<file path="src/rtl/jt12_pkg.sv">
// Shared constants, state type and word helpers for the I2S transmitter.
// Word layout is the 14-bit accumulator sample left-justified in 16 bits.
package jt12_pkg;

    localparam int I2S_SLOTS = 32;
    localparam int I2S_WORD  = 16;
    localparam int SMP_W     = 14;

    typedef enum logic {
        IDLE,
        RUN
    } i2s_state_e;

    function automatic logic [I2S_WORD-1:0] i2s_word(
        input logic [SMP_W-1:0] s
    );
        return {s, 2'b00};
    endfunction

    // lrclk leads the data by one slot
    function automatic logic lr_of_slot(input logic [4:0] slot);
        return (slot >= 5'd15) && (slot <= 5'd30);
    endfunction

endpackage

</file>
<file path="src/rtl/jt12_i2s_div.sv">
// Bit-clock divider: bclk level plus one-cycle rise/fall enables.
// Held at zero (count and level) whenever en is low.
module jt12_i2s_div #(
    parameter int unsigned BCLK_DIV = 4
) (
    input  logic clk,
    input  logic rst,
    input  logic en,
    output logic bclk,
    output logic rise,
    output logic fall
);

    logic [7:0] cnt_q, cnt_d;
    logic       bclk_q, bclk_d;
    logic       tick;

    assign tick = en && (cnt_q == 8'(BCLK_DIV - 1));
    assign rise = tick && !bclk_q;
    assign fall = tick && bclk_q;
    assign bclk = bclk_q;

    always_comb begin
        cnt_d  = cnt_q;
        bclk_d = bclk_q;
        if (!en) begin
            cnt_d  = 8'd0;
            bclk_d = 1'b0;
        end else if (tick) begin
            cnt_d  = 8'd0;
            bclk_d = !bclk_q;
        end else begin
            cnt_d = cnt_q + 8'd1;
        end
    end

    always_ff @(posedge clk or negedge rst) begin
        if (!rst) begin
            cnt_q  <= 8'd0;
            bclk_q <= 1'b0;
        end else begin
            cnt_q  <= cnt_d;
            bclk_q <= bclk_d;
        end
    end

endmodule

</file>
<file path="src/rtl/jt12_i2s_tx.sv">
// I2S transmitter for the stereo accumulator output: one-pair holding
// register, 32-slot shifter and sticky overrun/underrun flags.
module jt12_i2s_tx
    import jt12_pkg::*;
#(
    parameter int unsigned BCLK_DIV = 4
) (
    input  logic         clk,
    input  logic         rst,
    input  logic [13:0]  left,
    input  logic [13:0]  right,
    input  logic         sample,
    input  logic         clr_flags,
    output logic         bclk,
    output logic         lrclk,
    output logic         sdata,
    output logic         overrun,
    output logic         underrun
);

    i2s_state_e  state_q, state_d;
    logic [13:0] hl_q, hl_d;
    logic [13:0] hr_q, hr_d;
    logic        hv_q, hv_d;
    logic [31:0] shift_q, shift_d;
    logic [4:0]  slot_q, slot_d;
    logic        lrclk_q, lrclk_d;
    logic        ovr_q, ovr_d;
    logic        unr_q, unr_d;

    logic        run;
    logic        bclk_fall;
    logic        unused_rise;
    logic        load;
    logic        ovr_set;
    logic        unr_set;

    assign run = (state_q == RUN);

    jt12_i2s_div #(
        .BCLK_DIV (BCLK_DIV)
    ) u_div (
        .clk  (clk),
        .rst  (rst),
        .en   (run),
        .bclk (bclk),
        .rise (unused_rise),
        .fall (bclk_fall)
    );

    always_comb begin
        state_d = state_q;
        hl_d    = hl_q;
        hr_d    = hr_q;
        hv_d    = hv_q;
        shift_d = shift_q;
        slot_d  = slot_q;
        lrclk_d = lrclk_q;
        load    = 1'b0;
        ovr_set = 1'b0;
        unr_set = 1'b0;

        unique case (state_q)
            IDLE: begin
                if (hv_q) begin
                    load    = 1'b1;
                    state_d = RUN;
                end
            end
            RUN: begin
                if (bclk_fall) begin
                    if (slot_q == 5'(I2S_SLOTS - 1)) begin
                        load = 1'b1;
                    end else begin
                        slot_d  = slot_q + 5'd1;
                        shift_d = {shift_q[30:0], 1'b0};
                        lrclk_d = lr_of_slot(slot_q + 5'd1);
                    end
                end
            end
        endcase

        // An empty holding register replays the last pair
        if (load) begin
            slot_d  = 5'd0;
            shift_d = {i2s_word(hl_q), i2s_word(hr_q)};
            lrclk_d = 1'b0;
            hv_d    = 1'b0;
            unr_set = !hv_q;
        end

        if (sample) begin
            ovr_set = hv_q && !load;
            hl_d    = left;
            hr_d    = right;
            hv_d    = 1'b1;
        end

        ovr_d = ovr_set ? 1'b1 : (clr_flags ? 1'b0 : ovr_q);
        unr_d = unr_set ? 1'b1 : (clr_flags ? 1'b0 : unr_q);
    end

    always_ff @(posedge clk or negedge rst) begin
        if (!rst) begin
            state_q <= IDLE;
            hl_q    <= '0;
            hr_q    <= '0;
            hv_q    <= 1'b0;
            shift_q <= '0;
            slot_q  <= '0;
            lrclk_q <= 1'b0;
            ovr_q   <= 1'b0;
            unr_q   <= 1'b0;
        end else begin
            state_q <= state_d;
            hl_q    <= hl_d;
            hr_q    <= hr_d;
            hv_q    <= hv_d;
            shift_q <= shift_d;
            slot_q  <= slot_d;
            lrclk_q <= lrclk_d;
            ovr_q   <= ovr_d;
            unr_q   <= unr_d;
        end
    end

    assign sdata    = shift_q[31];
    assign lrclk    = lrclk_q;
    assign overrun  = ovr_q;
    assign underrun = unr_q;

endmodule

</file>
<file path="config.mk">
export PLATFORM = sky130hd
export DESIGN_NAME = jt12_i2s_tx
export DESIGN_NICKNAME = d
export VERILOG_FILES = /design/src/rtl/jt12_pkg.sv /design/src/rtl/jt12_i2s_div.sv /design/src/rtl/jt12_i2s_tx.sv
export SDC_FILE = /design/constraint.sdc
export NUM_CORES = 1
export LEC_CHECK = 0
export CORE_MARGIN = 2
export CORE_UTILIZATION = 56
export DETAILED_ROUTE_END_ITERATION = 10
export PLACE_DENSITY_LB_ADDON = 0.08
export REMOVE_ABC_BUFFERS = 1
export SETUP_SLACK_MARGIN = 0.3
export SYNTH_ARGS = -nofsm -noshare
export SYNTH_HDL_FRONTEND = slang
export SYNTH_SLANG_ARGS = --single-unit
</file>
<file path="constraint.sdc">
create_clock -name clk -period 3 [get_ports clk]
set_clock_uncertainty 0.1 [all_clocks]
set_input_delay 0.6 -clock clk [delete_from_list [all_inputs] [get_ports clk]]
set_output_delay 0.6 -clock clk [all_outputs]
set_load 0.05 [all_outputs]
</file>
==> impl_metrics.json, run 1 <==
{
  "status": "finished, final reports clean",
  "fin_setup_tns_ps": 0,
  "fin_nets": 384,
  "ys_types": 38,
  "wl_per_cell_um": 13.8,
  "max_freq_mhz": 401,
  "synth-main-ff-cell": "dfrtp_1",
  "cts_buffers": 9,
  "ys_seq_elements": 77,
  "clk_pin_slew_worst_paths_ps": 70,
  "peakVddDrop_mv": 0.492,
  "leakagePower_uw": 0.00164,
  "final_cell_mix": "77 x dfrtp_1, 55 x a21oi_1, 36 x nor2_1, 35 x clkdlybuf4s50_1, 33 x nand2_1",
  "area_delta_synth_final_pct": 17.6,
  "io_pins": 37,
  "crit_chain": "ha_1, and3_1, ha_1, or3b_2, or3_1, o22ai_1, o31ai_1",
  "vias": 2375,
  "clk_latency_ps": 340,
  "final_common_cell": "dfrtp_1",
  "hpwl_mm": 3.87,
  "grt_pass1_vias": 2190,
  "rsz0062_at_grt": "false",
  "port_buffers": 36,
  "arrival_ps": 2620,
  "cts-resized-gates": 0,
  "post_cts_buffers": 0,
  "yosys_warnings": 0,
  "avgSynthCellArea_sq_um": 10.8,
  "grtUsageTotal_pct": 19.7,
  "critPathMaxFanout": 8,
  "routed_wl_mm": 5.90,
  "crit_path_frequent_cell": "ha_1",
  "die-area_sq_mm": 0.00662,
  "crit_required_ps": 3120,
  "antenna_found_initial": 0,
  "ys_seq_area_share_pct": 57.5,
  "place_congestion": 0.753,
  "dr.first_iter.drc_count": 160,
  "synth_area_sq_mm": 0.00335,
  "maxCapViolCount": 0,
  "critPathSlowestCell": "dfrtp_1",
  "grt_overflow_total": 0,
  "timing.hold.ws_ps": 295,
  "initial_core_util_pct": 57.2,
  "fin_crit_ps": 2500,
  "worst_slew_pin_slew_ps": 927,
  "grt_pass1_wl_mm": 9.86,
  "root_buffer": "clkbuf_8",
  "fp-row-count": 28,
  "cp_slowest_stage_delay_ps": 460,
  "netlist_instances": 309,
  "num_antenna_cells": 0,
  "slew_headroom_pct": 38.2,
  "grt_max_degree": 78,
  "path_class": "flip-flop to flip-flop",
  "die_h_um": 81.3,
  "period_share_pct": 83.2,
  "async_flop_share_pct": 100,
  "drc": 0,
  "cp-end-kind": "flip-flop",
  "drt_pass1_iterations": 4,
  "fp.dieW_um": 81.3,
  "core-area_sq_mm": 0.00585,
  "clock-sinks": 77,
  "power_per_cell_area_mw_per_mm2": 749,
  "final_layout_size_suffix_gt1_share_pct": 16.0,
  "cts_buffer_depth": 2,
  "cts_hold_buf": 0,
  "cts_htree_levels": 3,
  "hold_path.class": "input port to async pin",
  "cts_tree": "done",
  "report.final.slew_viol_count": 0,
  "cp-start-kind": "flip-flop",
  "ant_nets": 0,
  "viasPerCell": 5.58,
  "setup_viol": 0,
  "timing.final.hold_violations": 0,
  "synth_edf_count": 0
}
report_power, final:
part           switching (uW)  internal [uW]
Sequential                213           1340
Combinational             387            353
Clock                     342            317
Total                     942           2010
flip-flops by register name, indices dropped and copies added, names as in the netlist:
signal       cells
overrun          1
shift_q         30
u_div.cnt_q      8
lrclk            1
hv_q             1
slot_q           5
u_div.bclk       1
underrun         1
run              1
hr_q            14
hl_q            14
Yosys cell counts (all sizes together), types with 2 or more instances:
library cell	instances	area share (%)
and3	4	0.75
buf	7	1.4
o21ai	3	0.45
ha	5	1.9
nand2	33	3.7
a22o	5	1.3
nor2b	2	0.37
xor2	5	1.3
xnor2	3	0.78
nor2	36	4.0
inv	6	0.67
nand3	8	1.2
mux2	28	9.4
dfrtp	77	58
o22ai	2	0.37
or3b	2	0.52
clkbuf	9	1.0
o21ba	2	0.60
a21oi	55	8.2
o31ai	2	0.86
cell type report:
type	count	area, sq um
Clock buffer	13	149
Clock inverter	2	10.0
Fill cell	446	1910
Inverter	6	22.5
Multi-Input combinational cell	210	1330
Sequential cell	77	1930
Tap cell	75	93.8
Timing Repair Buffer	43	410
metal layers:
metal | vias to the layer above | global-route usage (%) | share of wire, %
met4 | 0 | 10.0 | 2.4
met5 | - | 0 | 0
met1 | 1156 | 25.3 | 47
met3 | 15 | 4.11 | 3.5
met2 | 62 | 31.8 | 47
li1 | 1142 | - | -
through the flow:
stage          util, %  cells  instance area [sq um]  setup slack [ps]  total power (uW)
2_1_floorplan        -    293                   3270              23.6              2050
3_3_place_gp      64.6    411                   3780               609              2280
3_5_place_dp      64.6    411                   3780               536              2310
4_1_cts           67.3    426                   3940               525              2970
5_1_grt           67.3    426                   3940               423              3150
6_report          67.3    426                   3940               503              2950
worst paths after layout:
path,from,to,slack [ps],cells after the start
min,rst,slot_q[1],300,1
max reg2reg,slot_q[0],lrclk,500,7
min in group clk,lrclk,lrclk,390,2
max,slot_q[0],lrclk,500,7
max in group asynchronous,rst,hl_q[8],1910,1
min reg2reg,lrclk,lrclk,390,2
critical path: cells and delay by family (launching register included):
| family | cells | cell delay, ps |
|---|---|---|
| adder cells (fa/ha/maj) | 2 | 600 |
| flip-flops | 1 | 460 |
| AND/OR/NAND/NOR | 3 | 980 |
| AO/OA/AOI/OAI | 2 | 240 |
kinds of logic (layout without fill, tap and decap cells):
family,Yosys count,after routing,synth area share (%)
AO/OA/AOI/OAI,76,76,13.7
AND/OR/NAND/NOR,93,93,12.3
flip-flops,77,77,57.5
XOR/XNOR,8,8,2.09
adder cells (fa/ha/maj),5,5,1.87
multiplexers,28,28,9.41
buffers and inverters,22,64,3.10
(Power assumes the default switching activity.)
==> run 2: changes to the inputs <==
- CORE_UTILIZATION: 56 -> 50
- clock period: 3 -> 2.2 ns (I/O delays scaled with it)
==> impl_metrics.json, run 2 (synthesis gave the netlist of run 1 again) <==
{
  "path_class": "flip-flop to flip-flop",
  "root_buffer": "clkbuf_8",
  "viasPerCell": 5.63,
  "drc": 1,
  "place_congestion": 0.793,
  "die-area_sq_mm": 0.00737,
  "regArea_sq_mm": 0.00193,
  "fin_nets": 415,
  "port_buffers": 36,
  "cts_tree": "done",
  "nFillCells": 444,
  "clock-sinks": 77,
  "clk_pin_slew_worst_paths_ps": 70,
  "vias": 2585,
  "maxCapViolCount": 0,
  "cp-start-kind": "flip-flop",
  "slew_headroom_pct": 63.1,
  "hpwl_mm": 4.33,
  "largest_reg_flops": 30,
  "grtUsageTotal_pct": 21.9,
  "routed_wl_mm": 7.68,
  "dr.first_iter.drc_count": 96,
  "wl_per_cell_um": 16.7,
  "max_freq_mhz": 472,
  "dp_cells": 427,
  "arrival_ps": 2240,
  "power_per_cell_area_mw_per_mm2": 926,
  "final_cell_mix": "77 x dfrtp_1, 36 x nor2_1, 35 x a21oi_2, 30 x clkdlybuf4s50_1, 28 x mux2_2",
  "setup_viol": 0,
  "drt_pass1_iterations": 7,
  "multiInputGateArea_sq_mm": 0.00178,
  "r2r_start": "u_div.cnt_q[5]",
  "grt_overflow_total": 0,
  "period_share_pct": 96.3,
  "initial_core_util_pct": 52.2,
  "fp-row-count": 29,
  "fp.dieW_um": 85.8,
  "placed_cell_area_sq_mm": 0.00394,
  "grt_pass1_wl_mm": 12.5,
  "final_layout_size_suffix_gt1_share_pct": 42.7,
  "timing.hold.ws_ps": 386,
  "core-area_sq_mm": 0.00642,
  "power.total_uw": 4470,
  "crit_required_ps": 2320,
  "report.final.slew_viol_count": 0,
  "ant_nets": 0,
  "top_register": "shift_q",
  "final_area_sq_mm": 0.00482,
  "worst_slew_pin_slew_ps": 553,
  "critPathMaxFanout": 7,
  "leakagePower_uw": 0.00209,
  "crit_path_start": "u_div.cnt_q[5]",
  "area_delta_synth_final_pct": 44.0,
  "grt_max_degree": 45,
  "rsz0062_at_grt": "true",
  "reg_top3": "shift_q (30), hl_q (14), hr_q (14)",
  "die_h_um": 85.8,
  "clk_latency_ps": 340,
  "cts_buffer_depth": 2,
  "final_common_cell": "dfrtp_1",
  "io_pins": 37,
  "fin_cells": 459,
  "timing.final.hold_violations": 0,
  "hp-start": "lrclk",
  "grt_pass1_vias": 2637,
  "hold_path.class": "flip-flop to flip-flop",
  "antenna_found_initial": 0,
  "cts_buffers": 9,
  "cts_htree_levels": 3,
  "fin_crit_ps": 2120,
  "status": "finished with violations",
  "violations": "DRC",
  "num_antenna_cells": 0,
  "cp-end-kind": "flip-flop",
  "peakVddDrop_mv": 0.590
}
-- run 2: changes by cell type in the layout (fill, tap and decap cells not counted), sizes merged --
cell and delta:
dlygate4sd2 +4, buf +30, dlygate4sd3 +1, clkbuf +1, clkdlybuf4s50 -5
-- run 2: final cells by class --
type	count	area share, %
Multi-Input combinational cell	210	36.9
Tap cell	77	2.00
Sequential cell	77	39.9
Inverter	6	0.467
Clock buffer	13	3.09
Clock inverter	2	0.208
Timing Repair Buffer	74	17.4
-- run 2: worst max-delay path, stage by stage (launching register included) --
cell and delay (ps):
dfrtp_1 380, or4_4 570, o31a_4 470, buf_16 170, a21oi_1 200, a21oi_2 90
-- run 2: power by group --
part | switching (uW) | total [uW] | leakage, uW | internal, uW
Sequential | 330 | 2160 | 0.000907 | 1830
Clock | 476 | 909 | 0.0000833 | 432
Combinational | 733 | 1400 | 0.00110 | 667
Total | 1540 | 4470 | 0.00209 | 2930
-- run 2: final timing paths --
check,slack [ps],to,depth (start not counted)
setup / recovery,80,shift_q[27],5
setup reg to reg,80,shift_q[27],5
hold reg to reg,390,lrclk,2
max in group asynchronous,870,u_div.cnt_q[0],3
hold / removal,390,lrclk,2
min in group asynchronous,530,hl_q[0],2
-- run 2: what timing repair did --
item | CTS | global route
cloned | 6 | 0
resized for setup | 48 | 81
setup endpoints to repair | 42 | 39
endpoints found under the hold margin | 26 | 0
hold buffers | 1 | 0
pin swaps | 18 | 46
setup buffers | 8 | 2
-- run 2: per-layer routing --
layer | track usage (%) | share of wire (%) | wire length, um
met5 | 0 | 0 | 0
met4 | 7.07 | 1.7 | 131
met3 | 4.52 | 2.8 | 212
met2 | 38.4 | 54 | 4110
met1 | 27.3 | 42 | 3220
-- run 2: metrics by stage --
step                utilization [%]  setup TNS, ps  worst slack, ps
finish                         75.1              0             82.3
global route                   75.1              0             34.4
CTS                            70.1              0             93.7
detailed placement             61.3          -80.2            -80.2
global placement               61.3          -13.6            -13.6
floorplan                         -         -17250             -776
